`src/rtl/sram_burst_client.sv`:
```
// Burst initiator for the SRAM arbiter's toggle req/ack port: one command becomes
// sequential single-word accesses, with write words streamed in and read words streamed out.
module sram_burst_client #(
  parameter int unsigned LEN_W        = 8,
  parameter int unsigned READ_LATENCY = 4
) (
  input  logic             clk200,
  input  logic             rst,
  input  logic             cmd_valid,
  output logic             cmd_ready,
  input  logic             cmd_read,
  input  logic [18:0]      cmd_address,
  input  logic [LEN_W-1:0] cmd_length,
  input  logic [1:0]       cmd_be,
  input  logic [15:0]      wr_data,
  input  logic             wr_valid,
  output logic             wr_ready,
  output logic [15:0]      rd_data,
  output logic             rd_valid,
  output logic             busy,
  output logic             done,
  output logic             sram_req,
  input  logic             sram_ack,
  output logic             sram_read,
  output logic [18:0]      sram_address,
  output logic             sram_lb,
  output logic             sram_ub,
  output logic [15:0]      sram_out,
  input  logic [15:0]      sram_in
);

  localparam int unsigned      LAT_W    = (READ_LATENCY > 1) ? $clog2(READ_LATENCY) : 1;
  localparam logic [LAT_W-1:0] LAT_INIT = LAT_W'(READ_LATENCY - 1);

  typedef enum logic [2:0] {IDLE, ISSUE, WAIT_ACK, WAIT_DATA, NEXT} state_t;

  state_t             state;
  state_t             state_nxt;
  logic               dir_read;
  logic [1:0]         be;
  logic [LEN_W-1:0]   remaining;
  logic [LAT_W-1:0]   lat_cnt;
  logic               link_idle;
  logic               cmd_accept;
  logic               issue_fire;
  logic               last_word;

  // A req/ack mismatch left over from before reset also blocks new commands.
  always_comb begin
    link_idle  = (sram_req == sram_ack);
    cmd_ready  = (state == IDLE) && link_idle;
    wr_ready   = (state == ISSUE) && !dir_read && (remaining != '0);
    cmd_accept = cmd_valid && cmd_ready;
    issue_fire = (state == ISSUE) && (remaining != '0) && (dir_read || wr_valid);
    last_word  = (remaining == LEN_W'(1));
  end

  always_ff @(posedge clk200 or posedge rst) begin
    if (rst) state <= IDLE;
    else     state <= state_nxt;
  end

  always_comb begin
    state_nxt = state;
    case (state)
      IDLE:      if (cmd_accept) state_nxt = ISSUE;
      ISSUE: begin
        if (remaining == '0)  state_nxt = IDLE;
        else if (issue_fire)  state_nxt = WAIT_ACK;
      end
      WAIT_ACK:  if (link_idle) state_nxt = dir_read ? WAIT_DATA : NEXT;
      WAIT_DATA: if (lat_cnt == '0) state_nxt = NEXT;
      NEXT:      state_nxt = last_word ? IDLE : ISSUE;
      default:   state_nxt = IDLE;
    endcase
  end

  always_ff @(posedge clk200 or posedge rst) begin
    if (rst) begin
      dir_read     <= 1'b1;
      be           <= '0;
      remaining    <= '0;
      lat_cnt      <= '0;
      sram_req     <= 1'b0;
      sram_read    <= 1'b1;
      sram_address <= '0;
      sram_lb      <= 1'b0;
      sram_ub      <= 1'b0;
      sram_out     <= '0;
      rd_data      <= '0;
      rd_valid     <= 1'b0;
      busy         <= 1'b0;
      done         <= 1'b0;
    end else begin
      rd_valid <= 1'b0;
      done     <= 1'b0;
      case (state)
        IDLE: begin
          if (cmd_accept) begin
            dir_read     <= cmd_read;
            be           <= cmd_be;
            sram_address <= cmd_address;
            remaining    <= cmd_length;
            busy         <= 1'b1;
            // Zero-length bursts complete without touching the SRAM.
            done         <= (cmd_length == '0);
          end
        end
        ISSUE: begin
          if (remaining == '0) begin
            busy <= 1'b0;
          end else if (issue_fire) begin
            sram_read <= dir_read;
            sram_lb   <= be[0];
            sram_ub   <= be[1];
            sram_req  <= ~sram_req;
            if (!dir_read) sram_out <= wr_data;
          end
        end
        WAIT_ACK: begin
          if (link_idle) lat_cnt <= LAT_INIT;
        end
        WAIT_DATA: begin
          if (lat_cnt == '0) rd_data <= sram_in;
          else               lat_cnt <= lat_cnt - 1'b1;
        end
        NEXT: begin
          remaining    <= remaining - 1'b1;
          sram_address <= sram_address + 19'd1;
          rd_valid     <= dir_read;
          if (last_word) begin
            done <= 1'b1;
            busy <= 1'b0;
          end
        end
        default: ;
      endcase
    end
  end

endmodule

```
`config.mk`:
```
export PLATFORM = sky130hd
export DESIGN_NAME = sram_burst_client
export DESIGN_NICKNAME = d
export VERILOG_FILES = /design/src/rtl/sram_burst_client.sv
export SDC_FILE = /design/constraint.sdc
export NUM_CORES = 1
export LEC_CHECK = 0
export BUFFER_PORTS_ARGS = -buffer_cell sky130_fd_sc_hd__buf_2
export CORE_MARGIN = 5
export CORE_UTILIZATION = 54
export CTS_CLUSTER_DIAMETER = 60
export DETAILED_ROUTE_END_ITERATION = 16
export GPL_ROUTABILITY_DRIVEN = 0
export PLACE_DENSITY = 0.9
export SLEW_MARGIN = 20
export SYNTH_ARGS = -nofsm -noshare
export SYNTH_HDL_FRONTEND = slang
export SYNTH_SLANG_ARGS = --single-unit
```
`constraint.sdc`:
```
create_clock -name clk200 -period 4.6 [get_ports clk200]
set_input_delay 0.46 -clock clk200 [delete_from_list [all_inputs] [get_ports clk200]]
set_output_delay 0.46 -clock clk200 [all_outputs]
set_load 0.03 [all_outputs]
```
==> run_summary.xml <==
<?xml version="1.0" encoding="UTF-8"?>
<metrics>
  <group name="clock_network">
    <metric name="holdBufCountCts" unit="">0</metric>
    <metric name="clk_root_buffer_cell" unit="">clkbuf_8</metric>
    <metric name="clock_slew_at_the_register_clock_pins_of_the_worst_setup_and_hold_paths" unit="ps">90</metric>
    <metric name="cts_tree" unit="">yes</metric>
    <metric name="cts_max_path_buffers" unit="">2</metric>
    <metric name="cts_repair_resize_count" unit="">0</metric>
    <metric name="numCtsBuffers" unit="">9</metric>
    <metric name="htreeDepth" unit="">3</metric>
    <metric name="postCtsSetupBuffers" unit="">0</metric>
    <metric name="clkLatencyLatePin" unit="ps">360</metric>
    <metric name="tritoncts_num_sinks" unit="">74</metric>
  </group>
  <group name="run">
    <metric name="maxCapViolations" unit="">0</metric>
  </group>
  <group name="finish">
    <metric name="nFillCells" unit="">511</metric>
    <metric name="drive_gt1_share" unit="%">41.2</metric>
    <metric name="layoutNonFillerInstCount" unit="">549</metric>
    <metric name="syn_to_final_growth" unit="%">22.5</metric>
    <metric name="final_nets" unit="">536</metric>
    <metric name="insertedDiodeCount" unit="">0</metric>
  </group>
  <group name="setup_path">
    <metric name="ff2ff_setup_slack" unit="ps">2070</metric>
    <metric name="reg2regPathDepth" unit="">4</metric>
    <metric name="path_cells" unit="">nor3b_4, a21bo_2, nor3_4, mux2_2</metric>
    <metric name="critical_path_required" unit="ps">4840</metric>
    <metric name="cp-end-kind" unit="">flop</metric>
    <metric name="critical_path.top_delay_family" unit="">simple AND/OR/NAND/NOR gates</metric>
    <metric name="worstSetupPathType" unit="">reg2reg</metric>
    <metric name="crit_cells" unit="">4</metric>
    <metric name="crit_arrival" unit="ps">2770</metric>
    <metric name="crit-reg2reg-launch" unit="">state[2]$_DFFE_PP0P_</metric>
    <metric name="startpoint_type" unit="">flop</metric>
    <metric name="critical_path.endpoint" unit="">sram_out[12]$_DFFE_PP0P_</metric>
    <metric name="timing.critical_path.buf_inv" unit="">0</metric>
    <metric name="slowest_delay" unit="ps">730</metric>
    <metric name="worst_setup_path_startpoint" unit="">state[2]$_DFFE_PP0P_</metric>
    <metric name="slowest_stage" unit="">nor3_4</metric>
    <metric name="crit_path_max_fanout" unit="">21</metric>
    <metric name="timing.rr.end" unit="">sram_out[12]$_DFFE_PP0P_</metric>
  </group>
  <group name="sta">
    <metric name="setup_violations" unit="">0</metric>
    <metric name="whs" unit="ps">175</metric>
    <metric name="max_slew_margin" unit="%">34.4</metric>
    <metric name="max_freq" unit="MHz">395</metric>
    <metric name="finalClockSkew" unit="ps">8.99</metric>
    <metric name="post-route-min-period" unit="ps">2530</metric>
    <metric name="finalCritPeriodShare" unit="%">55.0</metric>
    <metric name="fin_setup_tns" unit="ps">0</metric>
    <metric name="setup_ws" unit="ps">2070</metric>
    <metric name="timing.final.max_slew_violations" unit="">0</metric>
    <metric name="rsz0062_at_grt" unit="">false</metric>
    <metric name="timing.final.hold_violations" unit="">0</metric>
    <metric name="slew_at_the_pin_closest_to_its_max_slew_limit" unit="ps">980</metric>
  </group>
  <group name="detailed_routing">
    <metric name="drt-initial-drc-count" unit="">282</metric>
    <metric name="vias" unit="">3320</metric>
    <metric name="post-route-drc-count" unit="">0</metric>
    <metric name="number_of_vias_per_cell_after_detailed_routing" unit="">6.05</metric>
    <metric name="firstDrtPassIters" unit="">5</metric>
    <metric name="detail-route-antenna-nets" unit="">0</metric>
    <metric name="totalWireLength" unit="mm">10.0</metric>
    <metric name="drt-wirelength-per-cell" unit="µm">18.3</metric>
  </group>
  <group name="logic_synthesis">
    <metric name="dominantRegCellSynth" unit="">dfrtp_1</metric>
    <metric name="postSynth.asyncResetShare" unit="%">100</metric>
    <metric name="syn_avg_cell_area" unit="µm²">10.9</metric>
    <metric name="synth_fp_nets" unit="">415</metric>
    <metric name="ys_top_cells_by_area" unit="">dfrtp_1 (48%), mux2_2 (7.2%), mux2_4 (4.0%)</metric>
    <metric name="synth_top_area_share" unit="%">48.1</metric>
    <metric name="post_synth_edffs" unit="">0</metric>
    <metric name="netlist_area_pre_place" unit="mm²">0.00375</metric>
    <metric name="synth_seq_area_share" unit="%">49.5</metric>
    <metric name="synth.ff_latch_count" unit="">74</metric>
    <metric name="ys_warn_count" unit="">0</metric>
    <metric name="synthDominantAreaCellType" unit="">dfrtp_1</metric>
    <metric name="yosysUniqueCellTypes" unit="">62</metric>
    <metric name="post_synth_inst_count" unit="">343</metric>
  </group>
  <group name="floorplan">
    <metric name="die_width" unit="µm">93.3</metric>
    <metric name="dieArea" unit="mm²">0.00870</metric>
    <metric name="initial_utilization" unit="%">55.4</metric>
    <metric name="die_height" unit="µm">93.3</metric>
    <metric name="core_area" unit="mm²">0.00676</metric>
    <metric name="placementRows" unit="">30</metric>
    <metric name="ios" unit="">127</metric>
  </group>
  <group name="grt">
    <metric name="grt_antenna_before_repair" unit="">0</metric>
    <metric name="grt_first_pass_wirelength" unit="mm">15.8</metric>
    <metric name="maximum_number_of_pins_on_one_net_before_global_route_repair" unit="">46</metric>
    <metric name="grt_overflow_total" unit="">0</metric>
    <metric name="grt_pass1_vias" unit="">3308</metric>
    <metric name="grtUsageTotal" unit="%">22.8</metric>
  </group>
  <group name="worst_hold_path">
    <metric name="timing.hold.worst.class" unit="">in2async</metric>
  </group>
  <group name="power_and_ir_drop">
    <metric name="p_leak" unit="nW">2.13</metric>
    <metric name="power.density_cell_area" unit="mW/mm²">796</metric>
    <metric name="max-vdd-ir-drop" unit="V">0.000430</metric>
  </group>
  <group name="placement">
    <metric name="dp.cells" unit="">533</metric>
    <metric name="dp.final_hpwl" unit="mm">7.32</metric>
    <metric name="place_worst_setup_slack" unit="ps">2090</metric>
    <metric name="port_buffers" unit="">126</metric>
  </group>
  <group name="run_status">
    <metric name="status" unit="">completed</metric>
  </group>
</metrics>
power breakdown:
group | internal, mW | switching [mW] | leakage [nW]
combinational | 0.677 | 1.15 | 1.16
sequential | 0.971 | 0.325 | 0.861
clock | 0.271 | 0.262 | 0.103
how the worst min path moves through the flow:
stage | startpoint | end | slack, ps | cells past startpoint
5_1_grt | rst | rd_data[11]$_DFFE_PP0P_ | 230 | 2
4_1_cts | rst | rd_data[10]$_DFFE_PP0P_ | 190 | 2
3_5_place_dp | be[0]$_DFFE_PP0P_ | be[0]$_DFFE_PP0P_ | 470 | 2
6_report | rst | rd_data[11]$_DFFE_PP0P_ | 170 | 2
2_1_floorplan | be[0]$_DFFE_PP0P_ | be[0]$_DFFE_PP0P_ | 440 | 2
3_3_place_gp | be[0]$_DFFE_PP0P_ | be[0]$_DFFE_PP0P_ | 460 | 2
Yosys cell counts, types with 3 or more instances:
master / number
nand4_1: 4
ha_1: 5
a31o_2: 3
a211oi_1: 5
nand2b_1: 5
a311oi_1: 4
and3_1: 5
nor2_1: 24
buf_4: 3
mux2_2: 24
inv_1: 10
a2bb2oi_1: 5
a21oi_1: 24
dfrtp_1: 72
nand2_1: 23
mux2i_1: 3
buf_2: 7
nor4_1: 3
nand3_1: 9
clkbuf_1: 6
mux2_4: 10
and4_1: 7
and2_1: 3
nor3_1: 9
o21ai_0: 15
o22ai_1: 5
a31oi_1: 5
layout by cell type, fill, tap and decap left out, drive strengths merged, types with 5 or more instances in the layout:
| master | count |
|---|---|
| buf | 128 |
| dfrtp | 72 |
| mux2 | 34 |
| nor2 | 24 |
| a21oi | 24 |
| nand2 | 23 |
| o21ai | 16 |
| inv | 12 |
| clkbuf | 10 |
| nor3 | 10 |
| nand3 | 9 |
| and4 | 7 |
| nand2b | 5 |
| and3 | 5 |
| a211oi | 5 |
| a31oi | 5 |
| o22ai | 5 |
| a2bb2oi | 5 |
| ha | 5 |
flip-flops by register name (all words and copies together) (netlist names), 2 cells and up:
name,flops
be,2
state,3
sram_address,19
remaining,8
sram_out,16
rd_data,16
lat_cnt,2
logic make-up (layout without fill, tap and decap cells):
logic type               after synthesis  after routing  share of synthesized area [%]
AO/OA/AOI/OAI                         88             88                           16.0
XOR/XNOR                               3              3                          0.702
adder cells (fa/ha/maj)                5              5                           1.67
buffers and inverters                 28            154                           3.97
flip-flops                            74             74                           49.5
multiplexers                          37             37                           12.0
AND/OR/NAND/NOR                      108            108                           16.1
final cells by class:
cell class	count	area [µm²]	area share [%]
flip-flops and latches	74	1850	40.4
multi-input cells	241	1740	38.0
repair buffers	128	646	14.1
clock buffers	10	138	3.00
well taps	80	100	2.18
clock inverters	6	72.6	1.58
inverters	10	37.5	0.818
metrics by stage:
step / utilization [%] / power, mW / area, µm²
floorplan: - / 2.61 / 3750
global placement: 64.8 / 3.02 / 4380
detailed placement: 64.8 / 3.11 / 4380
CTS: 67.9 / 3.65 / 4590
global route: 67.9 / 3.86 / 4590
finish: 67.9 / 3.65 / 4590
per-layer routing:
layer  vias up  wire (µm)  GRT usage, %
li1       1524          -             -
met1      1616       3760          25.9
met2       146       5390          40.6
met3        34        566          4.59
met4         0        320          10.7
met5         -          0             0
Note: power is estimated with default switching activity, not from simulation.
